### src/rtl/teclado_pkg.sv
// Shared PS/2 set-2 scan codes, control keys and entry FSM encoding.
// Keypad codes are consumed only when KEYPAD_NUM_EN is defined.
package teclado_pkg;

    typedef enum logic [1:0] {
        IDLE     = 2'd0,
        CAPTURA  = 2'd1,
        CONFIRMA = 2'd2
    } estado_t;

    localparam logic [7:0] SC_0 = 8'h45;
    localparam logic [7:0] SC_1 = 8'h16;
    localparam logic [7:0] SC_2 = 8'h1E;
    localparam logic [7:0] SC_3 = 8'h26;
    localparam logic [7:0] SC_4 = 8'h25;
    localparam logic [7:0] SC_5 = 8'h2E;
    localparam logic [7:0] SC_6 = 8'h36;
    localparam logic [7:0] SC_7 = 8'h3D;
    localparam logic [7:0] SC_8 = 8'h3E;
    localparam logic [7:0] SC_9 = 8'h46;

    localparam logic [7:0] KP_0 = 8'h70;
    localparam logic [7:0] KP_1 = 8'h69;
    localparam logic [7:0] KP_2 = 8'h72;
    localparam logic [7:0] KP_3 = 8'h7A;
    localparam logic [7:0] KP_4 = 8'h6B;
    localparam logic [7:0] KP_5 = 8'h73;
    localparam logic [7:0] KP_6 = 8'h74;
    localparam logic [7:0] KP_7 = 8'h6C;
    localparam logic [7:0] KP_8 = 8'h75;
    localparam logic [7:0] KP_9 = 8'h7D;

    localparam logic [7:0] SC_ENTER = 8'h5A;
    localparam logic [7:0] SC_BKSP  = 8'h66;
    localparam logic [7:0] SC_ESC   = 8'h76;

endpackage

### src/rtl/decodificador_tecla.sv
// Combinational scan-code to BCD lookup; flags digits and control keys.
// Define KEYPAD_NUM_EN to also decode the numeric keypad digits.
module decodificador_tecla
    import teclado_pkg::*;
(
    input  logic [7:0] i_tecla,
    output logic [3:0] o_digit,
    output logic       o_is_digit,
    output logic       o_is_ctrl
);

    always_comb begin
        {o_is_digit, o_digit} = 5'h00;
        case (i_tecla)
            SC_0: {o_is_digit, o_digit} = 5'h10;
            SC_1: {o_is_digit, o_digit} = 5'h11;
            SC_2: {o_is_digit, o_digit} = 5'h12;
            SC_3: {o_is_digit, o_digit} = 5'h13;
            SC_4: {o_is_digit, o_digit} = 5'h14;
            SC_5: {o_is_digit, o_digit} = 5'h15;
            SC_6: {o_is_digit, o_digit} = 5'h16;
            SC_7: {o_is_digit, o_digit} = 5'h17;
            SC_8: {o_is_digit, o_digit} = 5'h18;
            SC_9: {o_is_digit, o_digit} = 5'h19;
`ifdef KEYPAD_NUM_EN
            KP_0: {o_is_digit, o_digit} = 5'h10;
            KP_1: {o_is_digit, o_digit} = 5'h11;
            KP_2: {o_is_digit, o_digit} = 5'h12;
            KP_3: {o_is_digit, o_digit} = 5'h13;
            KP_4: {o_is_digit, o_digit} = 5'h14;
            KP_5: {o_is_digit, o_digit} = 5'h15;
            KP_6: {o_is_digit, o_digit} = 5'h16;
            KP_7: {o_is_digit, o_digit} = 5'h17;
            KP_8: {o_is_digit, o_digit} = 5'h18;
            KP_9: {o_is_digit, o_digit} = 5'h19;
`endif
            default: {o_is_digit, o_digit} = 5'h00;
        endcase
    end

    assign o_is_ctrl = (i_tecla == SC_ENTER) || (i_tecla == SC_BKSP) || (i_tecla == SC_ESC);

endmodule

### src/rtl/entrada_numero.sv
// Keyboard number entry: collects up to NUM_DIGITS BCD digits, confirms on Enter.
// Build option: KEYPAD_NUM_EN adds numeric-keypad digits (see decodificador_tecla).
module entrada_numero
    import teclado_pkg::*;
#(
    parameter int          NUM_DIGITS     = 4,
    parameter logic [31:0] TIMEOUT_CYCLES = 32'd500_000_000
) (
    input  logic                    clk_nexys,
    input  logic                    reset,
    input  logic                    tecla_tick,
    input  logic [7:0]              tecla,
    output logic [4*NUM_DIGITS-1:0] numero,
    output logic                    num_valid,
    output logic [3:0]              n_digitos,
    output logic                    editando,
    output logic                    error
);

    localparam int         W       = 4 * NUM_DIGITS;
    localparam logic [3:0] MAX_DIG = 4'(NUM_DIGITS);

    estado_t        r_estado, w_estado_next;
    logic [W-1:0]   r_buf, w_buf_next;
    logic [W-1:0]   r_numero, w_numero_next;
    logic [3:0]     r_n, w_n_next;
    logic           r_valid, w_valid_next;
    logic           r_error, w_error_next;
    logic [31:0]    r_cnt, w_cnt_next;

    logic [3:0]     w_digit;
    logic           w_is_digit;
    logic           w_is_ctrl;

    decodificador_tecla u_dec (
        .i_tecla    (tecla),
        .o_digit    (w_digit),
        .o_is_digit (w_is_digit),
        .o_is_ctrl  (w_is_ctrl)
    );

    always_ff @(posedge clk_nexys or negedge reset) begin
        if (!reset) begin
            r_estado <= IDLE;
            r_buf    <= '0;
            r_numero <= '0;
            r_n      <= '0;
            r_valid  <= 1'b0;
            r_error  <= 1'b0;
            r_cnt    <= '0;
        end else begin
            r_estado <= w_estado_next;
            r_buf    <= w_buf_next;
            r_numero <= w_numero_next;
            r_n      <= w_n_next;
            r_valid  <= w_valid_next;
            r_error  <= w_error_next;
            r_cnt    <= w_cnt_next;
        end
    end

    // The buffer is always zero whenever the FSM sits in IDLE, so loading the
    // first digit can simply overwrite it.
    always_comb begin
        w_estado_next = r_estado;
        w_buf_next    = r_buf;
        w_numero_next = r_numero;
        w_n_next      = r_n;
        w_valid_next  = 1'b0;
        w_error_next  = 1'b0;
        w_cnt_next    = '0;
        case (r_estado)
            IDLE: begin
                if (tecla_tick) begin
                    if (w_is_digit) begin
                        w_buf_next    = W'(w_digit);
                        w_n_next      = 4'd1;
                        w_estado_next = CAPTURA;
                    end else if (w_is_ctrl && (tecla != SC_ESC)) begin
                        w_error_next = 1'b1;
                    end
                end
            end
            CAPTURA: begin
                if (tecla_tick) begin
                    if (w_is_digit) begin
                        if (r_n < MAX_DIG) begin
                            w_buf_next = (r_buf << 4) | W'(w_digit);
                            w_n_next   = r_n + 4'd1;
                        end else begin
                            w_error_next = 1'b1;
                        end
                    end else if (w_is_ctrl) begin
                        case (tecla)
                            SC_BKSP: begin
                                w_buf_next = r_buf >> 4;
                                w_n_next   = r_n - 4'd1;
                                if (r_n == 4'd1) w_estado_next = IDLE;
                            end
                            SC_ESC: begin
                                w_buf_next    = '0;
                                w_n_next      = '0;
                                w_estado_next = IDLE;
                            end
                            default: w_estado_next = CONFIRMA;
                        endcase
                    end
                end else if (r_cnt == TIMEOUT_CYCLES - 32'd1) begin
                    w_buf_next    = '0;
                    w_n_next      = '0;
                    w_estado_next = IDLE;
                end else begin
                    w_cnt_next = r_cnt + 32'd1;
                end
            end
            CONFIRMA: begin
                w_numero_next = r_buf;
                w_valid_next  = 1'b1;
                w_buf_next    = '0;
                w_n_next      = '0;
                w_estado_next = IDLE;
                w_error_next  = tecla_tick;
            end
            default: begin
                w_buf_next    = '0;
                w_n_next      = '0;
                w_estado_next = IDLE;
            end
        endcase
    end

    assign numero    = r_numero;
    assign num_valid = r_valid;
    assign n_digitos = r_n;
    assign editando  = (r_estado == CAPTURA);
    assign error     = r_error;

endmodule

### config.mk
export PLATFORM = sky130hd
export DESIGN_NAME = entrada_numero
export DESIGN_NICKNAME = d
export VERILOG_FILES = /design/src/rtl/teclado_pkg.sv /design/src/rtl/decodificador_tecla.sv /design/src/rtl/entrada_numero.sv
export SDC_FILE = /design/constraint.sdc
export NUM_CORES = 1
export LEC_CHECK = 0
export ABC_CLOCK_PERIOD_IN_PS = 2300
export CORE_ASPECT_RATIO = 1.2
export CORE_MARGIN = 3
export CORE_UTILIZATION = 35
export CTS_BUF_LIST = sky130_fd_sc_hd__clkbuf_16
export CTS_CLUSTER_DIAMETER = 30
export DETAILED_ROUTE_END_ITERATION = 8
export PLACE_DENSITY = 0.61
export SLEW_MARGIN = 20
export SYNTH_ARGS = -nofsm -noshare
export SYNTH_HDL_FRONTEND = slang
export SYNTH_HIERARCHICAL = 1
export SYNTH_SLANG_ARGS = --single-unit
### constraint.sdc
create_clock -name clk_nexys -period 2.3 [get_ports clk_nexys]
set_input_delay 0.345 -clock clk_nexys [delete_from_list [all_inputs] [get_ports clk_nexys]]
set_output_delay 0.345 -clock clk_nexys [all_outputs]
set_load 0.02 [all_outputs]
# --- Word level (Yosys, flattened, before mapping) ---
# Index checks and enable logic that the tools add are counted.
word_totals:
  register_bits: 72
  in_bits: 11
  output_inout_bits: 23
classes:
  addsub: 3
  order_cmp: 1
  n_eq_ne: 27
  n_mux: 40
  n_bitwise: 1
  reduce_logical: 7
ops:
  columns: ["cell", "n"]
  rows:
  - ["16-bit two-way mux", 7]
  - ["32-bit two-way mux", 3]
  - ["16-bit one-hot mux with 2 select lines", 2]
  - ["8-bit by 6-bit == test with 1-bit output, second input constant", 6]
  - ["8-bit by 7-bit == test with 1-bit output, second input constant", 5]
  - ["4-bit one-hot mux with 9 select lines", 1]
  - ["32-bit by 1-bit adder with 32-bit output, second input constant", 1]
  - ["32-bit by 29-bit == test with 1-bit output, second input constant", 1]
  - ["4-bit two-way mux", 7]
  - ["8-bit by 5-bit == test with 1-bit output, second input constant", 2]
  - ["16-bit by 4-bit bitwise OR with 16-bit output", 1]
  - ["4-bit one-hot mux with 2 select lines", 2]
  - ["2-bit two-way mux", 7]
  - ["6-bit AND reduction", 2]
  - ["10-bit OR reduction", 1]
  - ["1-bit two-way mux", 8]
  - ["4-bit inequality test, second input constant", 2]
  - ["8-bit by 7-bit inequality test with 1-bit output, second input constant", 1]
  - ["2-bit one-hot mux with 2 select lines", 2]
  - ["3-bit by 2-bit inequality test with 1-bit output, second input constant", 2]
  - ["5-bit by 2-bit inequality test with 1-bit output, second input constant", 1]
  - ["4-bit by 1-bit adder with 4-bit output, second input constant", 1]
  - ["4-bit by 1-bit == test with 1-bit output, second input constant", 1]
  - ["4-bit by 3-bit less-than comparator with 1-bit output, second input constant", 1]
  - ["11 further kinds", 12]

# --- Logic depth before layout (Yosys ltp) ---
# Gate-level depths: netlist of run 1.
logic_depth:
  word_depth: 8
  mapped_depth: 11

# --- Modules after synthesis ---
# The synthesis of run 1 kept the hierarchy.
by_module_without_submodules:
  columns: ["mod", "instances", "cells_per_inst", "area_per_inst_um2", "seq_area_each_um2"]
  rows:
  - ["entrada_numero", 1, 336, 3579.7, 1801.7]
  - ["decodificador_tecla", 1, 34, 227.7, 0.0]

# --- Least setup slack after synthesis of run 1 ---
# No wires, ideal clock.
synth_timing:
  path_kind: "input -> register"
  start: "input tecla[1]"
  end: "register r_n[0] (netlist: n_digitos[0])"
  t_arrival_ns: 2.315
  t_required_ns: 2.172
  setup_slack_ns: -0.143
  cell_stages: 11
  cell_sequence: "nor2b_1 clkbuf_2 mux2i_1 o22ai_1 or3_1 buf_2 nor2b_1 a221oi_2 a31oi_1 buf_4 mux2_1"
synth_between:
  elab_chain_cells: 6
synth_rtl:
  columns: ["item", "line", "rtl"]
  rows:
  - ["from (decl)", "entrada_numero.sv:12", "input logic [7:0] tecla,"]
  - ["8-bit by 7-bit == test with 1-bit output (tied with other cells)", "decodificador_tecla.sv:14", "case (i_tecla)"]
  - ["10-bit OR reduction (no source line) *", null, null]
  - ["1-bit two-way mux *", "decodificador_tecla.sv:14", null]
  - ["via w_is_digit", "entrada_numero.sv:32", "logic w_is_digit;"]
  - ["4-bit two-way mux", "entrada_numero.sv:86", "if (w_is_digit) begin"]
  - ["4-bit two-way mux", "entrada_numero.sv:85", "if (tecla_tick) begin"]
  - ["4-bit one-hot mux with 2 select lines", "entrada_numero.sv:72", "case (r_estado)"]
  - ["to (signal assigned)", "entrada_numero.sv:55", "r_n <= w_n_next;"]
  - ["to (decl)", "entrada_numero.sv:26", "logic [3:0] r_n, w_n_next;"]
# The timed path passes the listed nets; every way through them passes the cells marked *. The select of a mux whose other input is x is not followed.
# A chain may end at the register's enable or synchronous reset.

# --- Final worst setup path of run 1 ---
layout_timing:
  start: "input tecla[0]"
  end: "register r_n[0] (netlist: n_digitos[0])"
# The elaborated chain is that of the path after synthesis.

==> flow_metrics.tcl, run 1 <==
set metrics [dict create \
    outcome "complete, no violations" \
    seqPwrFrac_pct 42.9 \
    cp_num_buf_inv 4 \
    drtAntennaViolNets 0 \
    cp-start-kind "input pin" \
    postCtsHoldBufs 0 \
    antenna_found_initial 0 \
    antenna_cells 0 \
    ioPinCount 34 \
    switchingPower_w 0.0008459 \
    postRouteWirelength_mm 8.881 \
    synth.cell_area_mm2 0.003807 \
    yosysUniqueCellTypes 54 \
    switching_share_pct 27.26 \
    first_global_vias 3044 \
    crit_path_max_incr_delay_ns 0.41 \
    numPortBuffers 33 \
    rrSetupSlack_ns 0.17 \
    synthFlopType "dfrtp_1" \
    die_w_um 101.2 \
    crit_fanout 5 \
    clock.fmax_mhz 441.2 \
    syn_to_final_growth_pct 32.93 \
    synthTopCellsByArea "dfrtp_1, mux2_1, nor2_1, mux2_2, xor2_1" \
    rows 41 \
    async_reset_ff_share_pct 100.0 \
    vdd_ir_drop_max_uv 259.6 \
    comb_power_share_pct 15.9 \
    detail_route.vias_per_cell 5.238 \
    cp_data_required_time_ns 2.52 \
    core-area_mm2 0.01057 \
    final_cells 579 \
    chipHeight_um 120.3 \
    dr_total_vias 3033 \
    fin_nets 460 \
    numCtsBuffers 9 \
    critical_path.cell_chain "buf_6 > and2b_2 > a22oi_2 > o32ai_4 > or3_4 > nor2b_4 > a221oi_2 > a31oi_2 > buf_4 > buf_12 > buf_16 > mux2_4" \
    post-route-util_pct 47.89 \
    grt_max_degree 32 \
    hold_violations 0 \
    yosysTopAreaCell "dfrtp_1" \
    critPathSlowestCell "or3_4" \
    p_leak_nw 2.195 \
    design.die.area_mm2 0.01217 \
    synthCells 370 \
    hp-class "in -> async" \
    yosys.area.top_type_share_pct 47.32 \
    syn_nets 385 \
    clkPwrFrac_pct 41.2 \
    cts_tree "built" \
    max_cap_viol_count 0 \
    root_buffer "clkbuf_16" \
    htree_levels 3 \
    internal-power_w 0.002257 \
    yosysWarnings 6 \
    gp_congestion 0.8592 \
    drt-wirelength-per-cell_um 15.34 \
    setup-violations-final 0 \
    tightest_slew_ns 0.6691 \
    drive_gt1_share_pct 28.22 \
    relSlewSlack_pct 55.39 \
    start_util_pct 36.03 \
    place_hpwl_mm 5.955 \
    dr.pass1.iters 4 \
    skew_ns 0.005000 \
    ys_seq_elements 72 \
    maxSlewViolCount 0 \
    critPathKind "in -> reg" \
    p_per_area_mw_per_mm2 613.1 \
    drc_errors 0 \
    clkTransAtPathRegs_ns 0.06 \
    syn_avg_cell_area_um2 10.29 \
    clkLatencyLatePin_ns 0.34 \
    grt_pass1_wl_mm 15.10 \
    synth_seq_area_share_pct 47.32 \
    cts_sinks 72 \
    grt_util_all_layers_pct 15.58 \
    crit_family "simple AND/OR/NAND/NOR gates" \
    post-route-period-util_pct 98.53 \
    gr-total-overflow 0 \
    cp-end-kind "flop" \
    synth-edff-count 0 \
    layout_min_cycle_time_ns 2.266 \
    numPlacedInstances 548 \
    first_iter_violations 100 \
    cts.path.max_buffers 2 \
    arrival_ns 2.48 \
]
==> kinds of logic after synthesis <==
group	count (synthesis)	synth area share, %
flops	72	47.32
xor+xnor	29	6.671
buf+inv	31	3.450
fa+ha+maj	4	1.315
simple gates	148	22.22
mux	31	9.070
compound gates	55	9.957
==> metrics by stage <==
stage	total power (W)	setup WS (ns)	area, um2	TNS, ns	hold slack (ns)
global placement	0.001744	-0.7827	4513	-15.56	0.4247
floorplan	0.001567	-0.02212	3832	-0.2776	0.04941
global route	0.003251	-0.007679	5061	-0.01204	0.08978
detailed placement	0.001747	-0.9059	4513	-15.78	0.4173
finish	0.003103	0.03370	5061	0	0.04012
CTS	0.003114	-0.01951	4997	-0.04882	0.05861
==> Yosys cell counts, types with 3 or more instances <==
master    number
a21oi_1       10
a22o_1        12
a31oi_1        4
and3_1         4
and4_1         6
and4b_1        4
buf_4          3
clkbuf_1      11
dfrtp_1       72
ha_1           4
inv_1         14
mux2_1        16
mux2_2        12
mux2i_1        3
nand2_1       28
nand3_1       16
nand4_1        6
nor2_1        39
nor2b_1        6
nor3_1         5
nor4_1         6
o21ai_0       15
o32ai_1        3
or3_1          5
xnor2_1       14
xor2_1        15
==> registers in the layout (all words and copies together) (netlist names) <==
signal	cells
numero	16
r_cnt	32
r_buf	16
error	1
n_digitos	4
num_valid	1
r_estado	2
==> what timing repair did <==
item                       in CTS  in global routing
pin swaps                       7                  8
resized for setup              32                 33
setup buffers                  10                  4
hold endpoints to repair        0                  0
gates cloned                    2                  0
setup endpoints to repair      22                 20
==> final timing paths <==
kind                            cells past startpoint              startpoint                       end
worst min-delay path                                1                   reset     numero[5]$_DFFE_PN0P_
worst max register to register                      8     r_cnt[11]$_DFF_PN0_  n_digitos[0]$_DFFE_PN0P_
worst max-delay path                               12                tecla[0]  n_digitos[0]$_DFFE_PN0P_
max in group asynchronous                           2                   reset       r_cnt[13]$_DFF_PN0_
worst min register to register                      2  numero[14]$_DFFE_PN0P_    numero[14]$_DFFE_PN0P_
min in group clk_nexys                              2  numero[14]$_DFFE_PN0P_    numero[14]$_DFFE_PN0P_
==> power by group through the flow <==
stage          logic, W  registers [W]  clock network, W
6_report       0.000494        0.00133           0.00128
5_1_grt        0.000537        0.00134           0.00138
4_1_cts        0.000479        0.00133           0.00130
3_5_place_dp   0.000394        0.00135                 0
3_3_place_gp   0.000391        0.00135                 0
2_1_floorplan  0.000215        0.00135                 0
==> per-layer routing <==
metal  global-route usage, %  part of all wire [%]  routed length, um  vias up
met3                   3.058                   3.6                318       12
li1                        -                     -                  -     1473
met1                   19.96                    44               3899     1482
met4                   5.902                   1.9                173        0
met5                       0                     0                  0        -
met2                   25.82                    51               4489       66
==> cell usage in the layout (no fill, tap or decap), types with 3 or more instances in the layout <==
cell type	netlist	layout
dfrtp_1	72	72
buf_4	3	41
nor2_1	39	38
nand2_1	28	26
clkdlybuf4s50_1	0	24
nand3_1	16	16
xor2_1	15	15
inv_1	14	14
o21ai_0	15	14
xnor2_1	14	14
mux2_4	0	13
a22o_1	12	12
mux2_2	12	12
a21oi_1	10	10
clkbuf_16	0	9
and4_1	6	6
nor4_1	6	6
nand4_1	6	6
nor2b_4	1	5
nor3_1	5	5
clkbuf_2	1	5
and4b_1	4	4
and3_1	4	4
or3_1	5	4
ha_1	4	4
buf_6	0	4
nor2_2	2	3
mux2_1	16	3
a31oi_1	4	3
clkinvlp_4	0	3
buf_12	0	3
==> area by class of cell <==
cell class	instances	area, um2
Tap cell	129	161.4
Clock buffer	9	225.2
Multi-Input combinational cell	267	2029
Fill cell	977	5507
Clock inverter	7	47.55
Timing Repair Buffer	81	743.2
Inverter	14	52.55
Sequential cell	72	1802
Power figures use the tool's default switching activity.
==> run 2, diff against run 1 <==
- CORE_UTILIZATION: 35 -> 55
- PLACE_DENSITY: 0.61 -> 0.85
- SLEW_MARGIN: 20 -> unset
==> run 2 against run 1 <==
Net effect: highest routed layer unchanged; non-clock buffer count increased by 2; global-route usage grew 12 points; largest cell class unchanged; clock-buffer cell count unchanged; die area is 35% lower; the flow now finishes with violations (negative setup slack); final cell count is 7.3% lower.
==> flow_metrics.tcl, run 2 (same netlist as run 1, synthesis figures left out) <==
set metrics [dict create \
    first_iter_violations 282 \
    htree_levels 3 \
    fin_tns_setup_ns -0.5428 \
    detail_route.vias_per_cell 6.253 \
    preCtsSetupSlack_ns -0.8985 \
    hp-class "in -> async" \
    gr-total-overflow 0 \
    relSlewSlack_pct 52.86 \
    tightest_slew_ns 0.7071 \
    top_layer "met4" \
    first_global_vias 3380 \
    start_util_pct 57.98 \
    layout_min_cycle_time_ns 2.369 \
    syn_to_final_growth_pct 33.32 \
    setup-violations-final 13 \
    numPortBuffers 33 \
    cp-end-kind "flop" \
    crit_family "simple AND/OR/NAND/NOR gates" \
    fin_nets 462 \
    cts_sinks 72 \
    post-route-util_pct 77.31 \
    cp_data_required_time_ns 2.53 \
    worst_hold_slack_ns 0.006673 \
    chipHeight_um 97.14 \
    max_cap_viol_count 0 \
    crit_fanout 6 \
    arrival_ns 2.60 \
    switching_share_pct 28.22 \
    final_cell_mix "dfrtp_1, buf_4, nor2_1" \
    clkLatencyLatePin_ns 0.34 \
    layout_setup_ws_ns -0.06869 \
    critPathKind "in -> reg" \
    comb_power_share_pct 15.8 \
    grt_max_degree 28 \
    grt_util_all_layers_pct 27.47 \
    antenna_cells 0 \
    cp-start-kind "input pin" \
    outcome "finished, violations left" \
    dr.pass1.iters 5 \
    clock.fmax_mhz 422.2 \
    rsz0062_at_grt "true" \
    die_w_um 81.95 \
    largest_register "r_cnt" \
    ioPinCount 34 \
    hold_violations 0 \
    vdd_ir_drop_max_uv 448.9 \
    rows 32 \
    drt-wirelength-per-cell_um 20.37 \
    crit_path_max_incr_delay_ns 0.42 \
    route.met2.wl_mm 5.557 \
    drtAntennaViolNets 0 \
    crit_path_frequent_cell "buf_4" \
    largest_reg_flops 32 \
    place_hpwl_mm 6.202 \
    drive_gt1_share_pct 31.19 \
    wl_met1_mm 4.084 \
    cts.path.max_buffers 2 \
    dr_total_vias 3358 \
    violations "negative setup slack" \
    core-area_mm2 0.006566 \
    seqPwrFrac_pct 40.8 \
    internal-power_w 0.002374 \
    design.die.area_mm2 0.007961 \
    gp_congestion 0.9155 \
    grt_pass1_wl_mm 16.91 \
    cp_num_buf_inv 3 \
    layout_commonest_cell "dfrtp_1" \
    p_per_area_mw_per_mm2 651.4 \
    numCtsBuffers 9 \
    critical_path.cell_chain "buf_8 > and2b_2 > mux2i_2 > o32ai_4 > or3_4 > buf_4 > nand4b_1 > buf_4 > nor4_1 > a31oi_1 > o211ai_1 > mux2_4" \
    cts_tree "built" \
    post-route-period-util_pct 103.0 \
    clkTransAtPathRegs_ns 0.07 \
    wl_met3_um 649 \
    critPathSlowestCell "or3_4" \
    antenna_found_initial 0 \
    postRouteWirelength_mm 10.94 \
    drc_errors 0 \
    switchingPower_w 0.0009330 \
    maxSlewViolCount 0 \
    root_buffer "clkbuf_16" \
    skew_ns 0.009686 \
    p_leak_nw 2.220 \
    clkPwrFrac_pct 43.5 \
    postCtsHoldBufs 0 \
    nFillCells 383 \
]
run 2: worst register-to-register path: stages (launching register included):
cell and delay (ns):
dfrtp_1 0.40, nor4b_1 0.33, and4_1 0.28, nand4_1 0.15
a31oi_2 0.26, buf_4 0.16, buf_12 0.10, buf_16 0.12
mux2_4 0.30
run 2: layout make-up:
| class | count | area, um2 | share of cell area (%) |
|---|---|---|---|
| Clock inverter | 7 | 77.57 | 1.528 |
| Sequential cell | 72 | 1802 | 35.49 |
| Inverter | 14 | 52.55 | 1.035 |
| Tap cell | 85 | 106.4 | 2.095 |
| Multi-Input combinational cell | 267 | 2067 | 40.72 |
| Clock buffer | 9 | 225.2 | 4.437 |
| Timing Repair Buffer | 83 | 745.7 | 14.69 |
run 2: path summary, 6_finish.rpt:
path                                             start                  endpoint  slack [ns]  cells past startpoint
worst min register to register  numero[13]$_DFFE_PN0P_    numero[13]$_DFFE_PN0P_        0.48                      2
worst min-delay path                             reset      r_buf[3]$_DFFE_PN0P_       0.007                      1
max in group asynchronous                        reset        r_cnt[5]$_DFF_PN0_        1.69                      2
min in group clk_nexys          numero[13]$_DFFE_PN0P_    numero[13]$_DFFE_PN0P_        0.48                      2
worst max register to register     r_cnt[17]$_DFF_PN0_      r_buf[0]$_DFFE_PN0P_        0.09                      8
worst max-delay path                          tecla[0]  n_digitos[3]$_DFFE_PN0P_       -0.07                     12
run 2: power by group through the flow:
stage                     Combinational, W  Clock [W]  Sequential [W]
after floorplan                   0.000215          0         0.00135
after global placement            0.000366          0         0.00136
after detailed placement          0.000380          0         0.00136
after CTS                         0.000469    0.00143         0.00134
after global routing              0.000565    0.00150         0.00135
final                             0.000522    0.00144         0.00135
run 2: stage by stage:
step	area (um2)	std cells	total power, W
after floorplan	3832	370	0.001567
after global placement	4473	506	0.001723
after detailed placement	4473	506	0.001741
after CTS	5001	532	0.003236
after global routing	5076	537	0.003411
final	5076	537	0.003307
run 2: timing repair:
item | in CTS | in global routing
setup endpoints to repair | 21 | 18
pin swaps | 7 | 7
gates resized for setup | 54 | 24
cloned | 2 | 0
buffers inserted | 9 | 6
run 2: routing by layer:
layer | up-vias | global-route usage (%)
li1 | 1474 | -
met1 | 1655 | 33.07
met2 | 166 | 44.56
met3 | 63 | 5.288
met4 | 0 | 16.11
met5 | - | 0
==> run 3, diff against run 2 <==
- ABC_CLOCK_PERIOD_IN_PS: 2300 -> 3100
- SYNTH_HIERARCHICAL: 1 -> unset
- clock period: 2.3 -> 3.1 ns (I/O delays scaled with it)
==> run 3 against run 2 <==
Net effect: the flow now finishes without violations; final cell count is 2.6% lower; sequential share of layout area is 3.2 points higher; synthesized cell count grew 3.2%; worst setup slack improved by 0.36 ns; register-to-register slack improved by 0.34 ns; clock skew down 0.0033 ns; flip-flop and latch count stayed put; sequential power is 25% lower; combinational power shrank 35%; critical path depth fell by 4; first-iteration DRC count down 56%; highest routed layer unchanged.
==> flow_metrics.tcl, run 3 <==
set metrics [dict create \
    outcome "complete, no violations" \
    root_buffer "clkbuf_16" \
    p_per_area_mw_per_mm2 517.9 \
    drtAntennaViolNets 0 \
    multi_input_comb_area_mm2 0.001899 \
    synth_top_family_by_area "simple AND/OR/NAND/NOR gates" \
    syn_nets 397 \
    cp-start-kind "input pin" \
    p_leak_nw 1.989 \
    nFillCells 476 \
    synth_adder_area_share_pct 1.308 \
    place_hpwl_mm 6.010 \
    grt_pass1_wl_mm 14.82 \
    synth.most_common_cell "dfrtp_1" \
    synth.cell_area_mm2 0.003827 \
    synth-edff-count 0 \
    yosys.area.top_type_share_pct 47.07 \
    cts_tree "built" \
    fin_nets 448 \
    grt_max_degree 73 \
    ioPinCount 34 \
    crit-reg2reg-capture "r_buf[9]$_DFFE_PN0P_" \
    rows 32 \
    synth-compound-area-share_pct 11.57 \
    dr.pass1.iters 4 \
    numPortBuffers 33 \
    maxSlewViolCount 0 \
    layout_min_cycle_time_ns 2.810 \
    fin_tns_setup_ns 0 \
    largest_reg_flops 32 \
    yosysWarnings 0 \
    drt-wirelength-per-cell_um 16.60 \
    postCtsHoldBufs 0 \
    core-area_mm2 0.006606 \
    synthCells 382 \
    max_cap_viol_count 0 \
    critPathKind "in -> reg" \
    relSlewSlack_pct 39.36 \
    synthTopCellsByArea "dfrtp_1, mux2_2, xor2_1, nor2_1, nand2_1" \
    largest_register "r_cnt" \
    drc_errors 0 \
    synthFlopType "dfrtp_1" \
    synth_seq_area_share_pct 47.07 \
    grt_util_all_layers_pct 23.67 \
    first_iter_violations 124 \
    detail_route.vias_per_cell 5.899 \
    post-route-period-util_pct 90.65 \
    cp-end-kind "flop" \
    chipHeight_um 97.38 \
    cp_data_required_time_ns 3.32 \
    final_cells 523 \
    dr_total_vias 3085 \
    clock.fmax_mhz 355.9 \
    tightest_slew_ns 0.9096 \
    ys_seq_elements 72 \
    htree_levels 3 \
    clkLatencyLatePin_ns 0.34 \
    synthMuxAreaShare_pct 8.663 \
    arrival_ns 3.03 \
    cts_resized 0 \
    setup-violations-final 0 \
    rsz0062_at_grt "false" \
    async_reset_ff_share_pct 100.0 \
    syn_avg_cell_area_um2 10.02 \
    synth_xor_area_share_pct 7.323 \
    post_cts_buffers 0 \
    synth_simple_gate_area_share_pct 20.66 \
    first_global_vias 3252 \
    numCtsBuffers 9 \
    seq_area_mm2 0.001802 \
    hold_violations 0 \
    antenna_cells 0 \
    rrSetupSlack_ns 0.43 \
    gr-total-overflow 0 \
    r2r-start "r_estado[0]$_DFFE_PN0P_" \
    die_w_um 82.15 \
    vdd_ir_drop_max_uv 375.2 \
    cts_sinks 72 \
    cts.path.max_buffers 2 \
    ys_top_cells_by_count "dfrtp_1, nor2_1, nand2_1" \
    crit_fanout 19 \
    start_util_pct 57.94 \
    skew_ns 0.006375 \
    gp_congestion 0.8957 \
    drive_gt1_share_pct 15.98 \
    yosysTopAreaCell "dfrtp_1" \
    hp-class "in -> async" \
    numPlacedInstances 507 \
    antenna_found_initial 0 \
    syn_to_final_growth_pct 21.74 \
    yosysUniqueCellTypes 57 \
    layout_commonest_cell "dfrtp_1" \
    postRouteWirelength_mm 8.681 \
    r2r_cells 7 \
    clkTransAtPathRegs_ns 0.06 \
    design.die.area_mm2 0.008000 \
    final_cell_mix "dfrtp_1, nor2_1, nand2_1" \
]
==> run 3: cell count changes after synthesis, moves of 5 or more <==
cell      previous run  this run
mux2i_1              3         8
xor2_1              15        21
o21ai_0             15         7
nor2_1              39        44
nand2_1             28        40
a22o_1              12         4
mux2_2              12        21
nand2b_1             1         6
mux2_1              16         0
o31ai_1              1         6
and4_1               6         0
==> run 3: power by group <==
group	internal [W]	total, W	switching (W)
clock network	0.000637	0.00107	0.000430
logic	0.000146	0.000339	0.000194
registers	0.000966	0.00101	0.0000402
==> run 3: logic make-up after synthesis <==
kind of cell | after synthesis
AO/OA/AOI/OAI | 57
XOR/XNOR | 32
adder cells (fa/ha/maj) | 4
buffers and inverters | 27
flip-flops | 72
multiplexers | 30
AND/OR/NAND/NOR | 160
==> run 3: routing by layer <==
metal / share of wire (%) / global-route usage [%] / routed length (um)
met1: 41 / 28.69 / 3565
met2: 51 / 39.02 / 4442
met3: 3.9 / 4.360 / 341
met4: 3.8 / 12.40 / 332
met5: 0 / 0 / 0
==> run 3: cell type report <==
| class | count | share of cell area (%) |
|---|---|---|
| multi-input combinational | 283 | 40.76 |
| sequential | 72 | 38.67 |
| timing repair buffer | 54 | 10.63 |
| clock buffer | 9 | 4.834 |
| tap | 85 | 2.282 |
| clock inverter | 7 | 1.772 |
| inverter | 13 | 1.047 |
==> run 3: how the worst max path moves through the flow <==
stage	startpoint	to	slack [ns]	cells after the start
floorplan	tecla[4]	n_digitos[0]$_DFFE_PN0P_	0.37	9
global placement	tecla[5]	n_digitos[0]$_DFFE_PN0P_	0.12	9
detailed placement	tecla[5]	n_digitos[0]$_DFFE_PN0P_	0.01	9
CTS	tecla[5]	n_digitos[0]$_DFFE_PN0P_	0.36	9
global route	tecla[5]	r_buf[7]$_DFFE_PN0P_	0.17	8
finish	tecla[6]	r_buf[9]$_DFFE_PN0P_	0.29	8
==> run 3: metrics by stage <==
stage / area (um2) / setup slack, ns / hold WS (ns) / power, W / util [%]
floorplan: 3827 / 0.3695 / 0.1694 / 0.001219 / -
global placement: 4352 / 0.1194 / 0.4675 / 0.001352 / 65.87
detailed placement: 4352 / 0.01250 / 0.4774 / 0.001359 / 65.87
CTS: 4659 / 0.3602 / 0.3759 / 0.002426 / 70.53
global route: 4659 / 0.1727 / 0.4176 / 0.002505 / 70.53
finish: 4659 / 0.2900 / 0.3276 / 0.002413 / 70.53
==> run 3: worst max-delay path: stages <==
cell and delay (ns):
clkdlybuf4s50_1 0.60, xor2_1 0.19, a32oi_1 0.09, o32a_1 0.33, a211oi_1 0.56, or3_1 0.25, buf_12 0.18, mux2_2 0.35
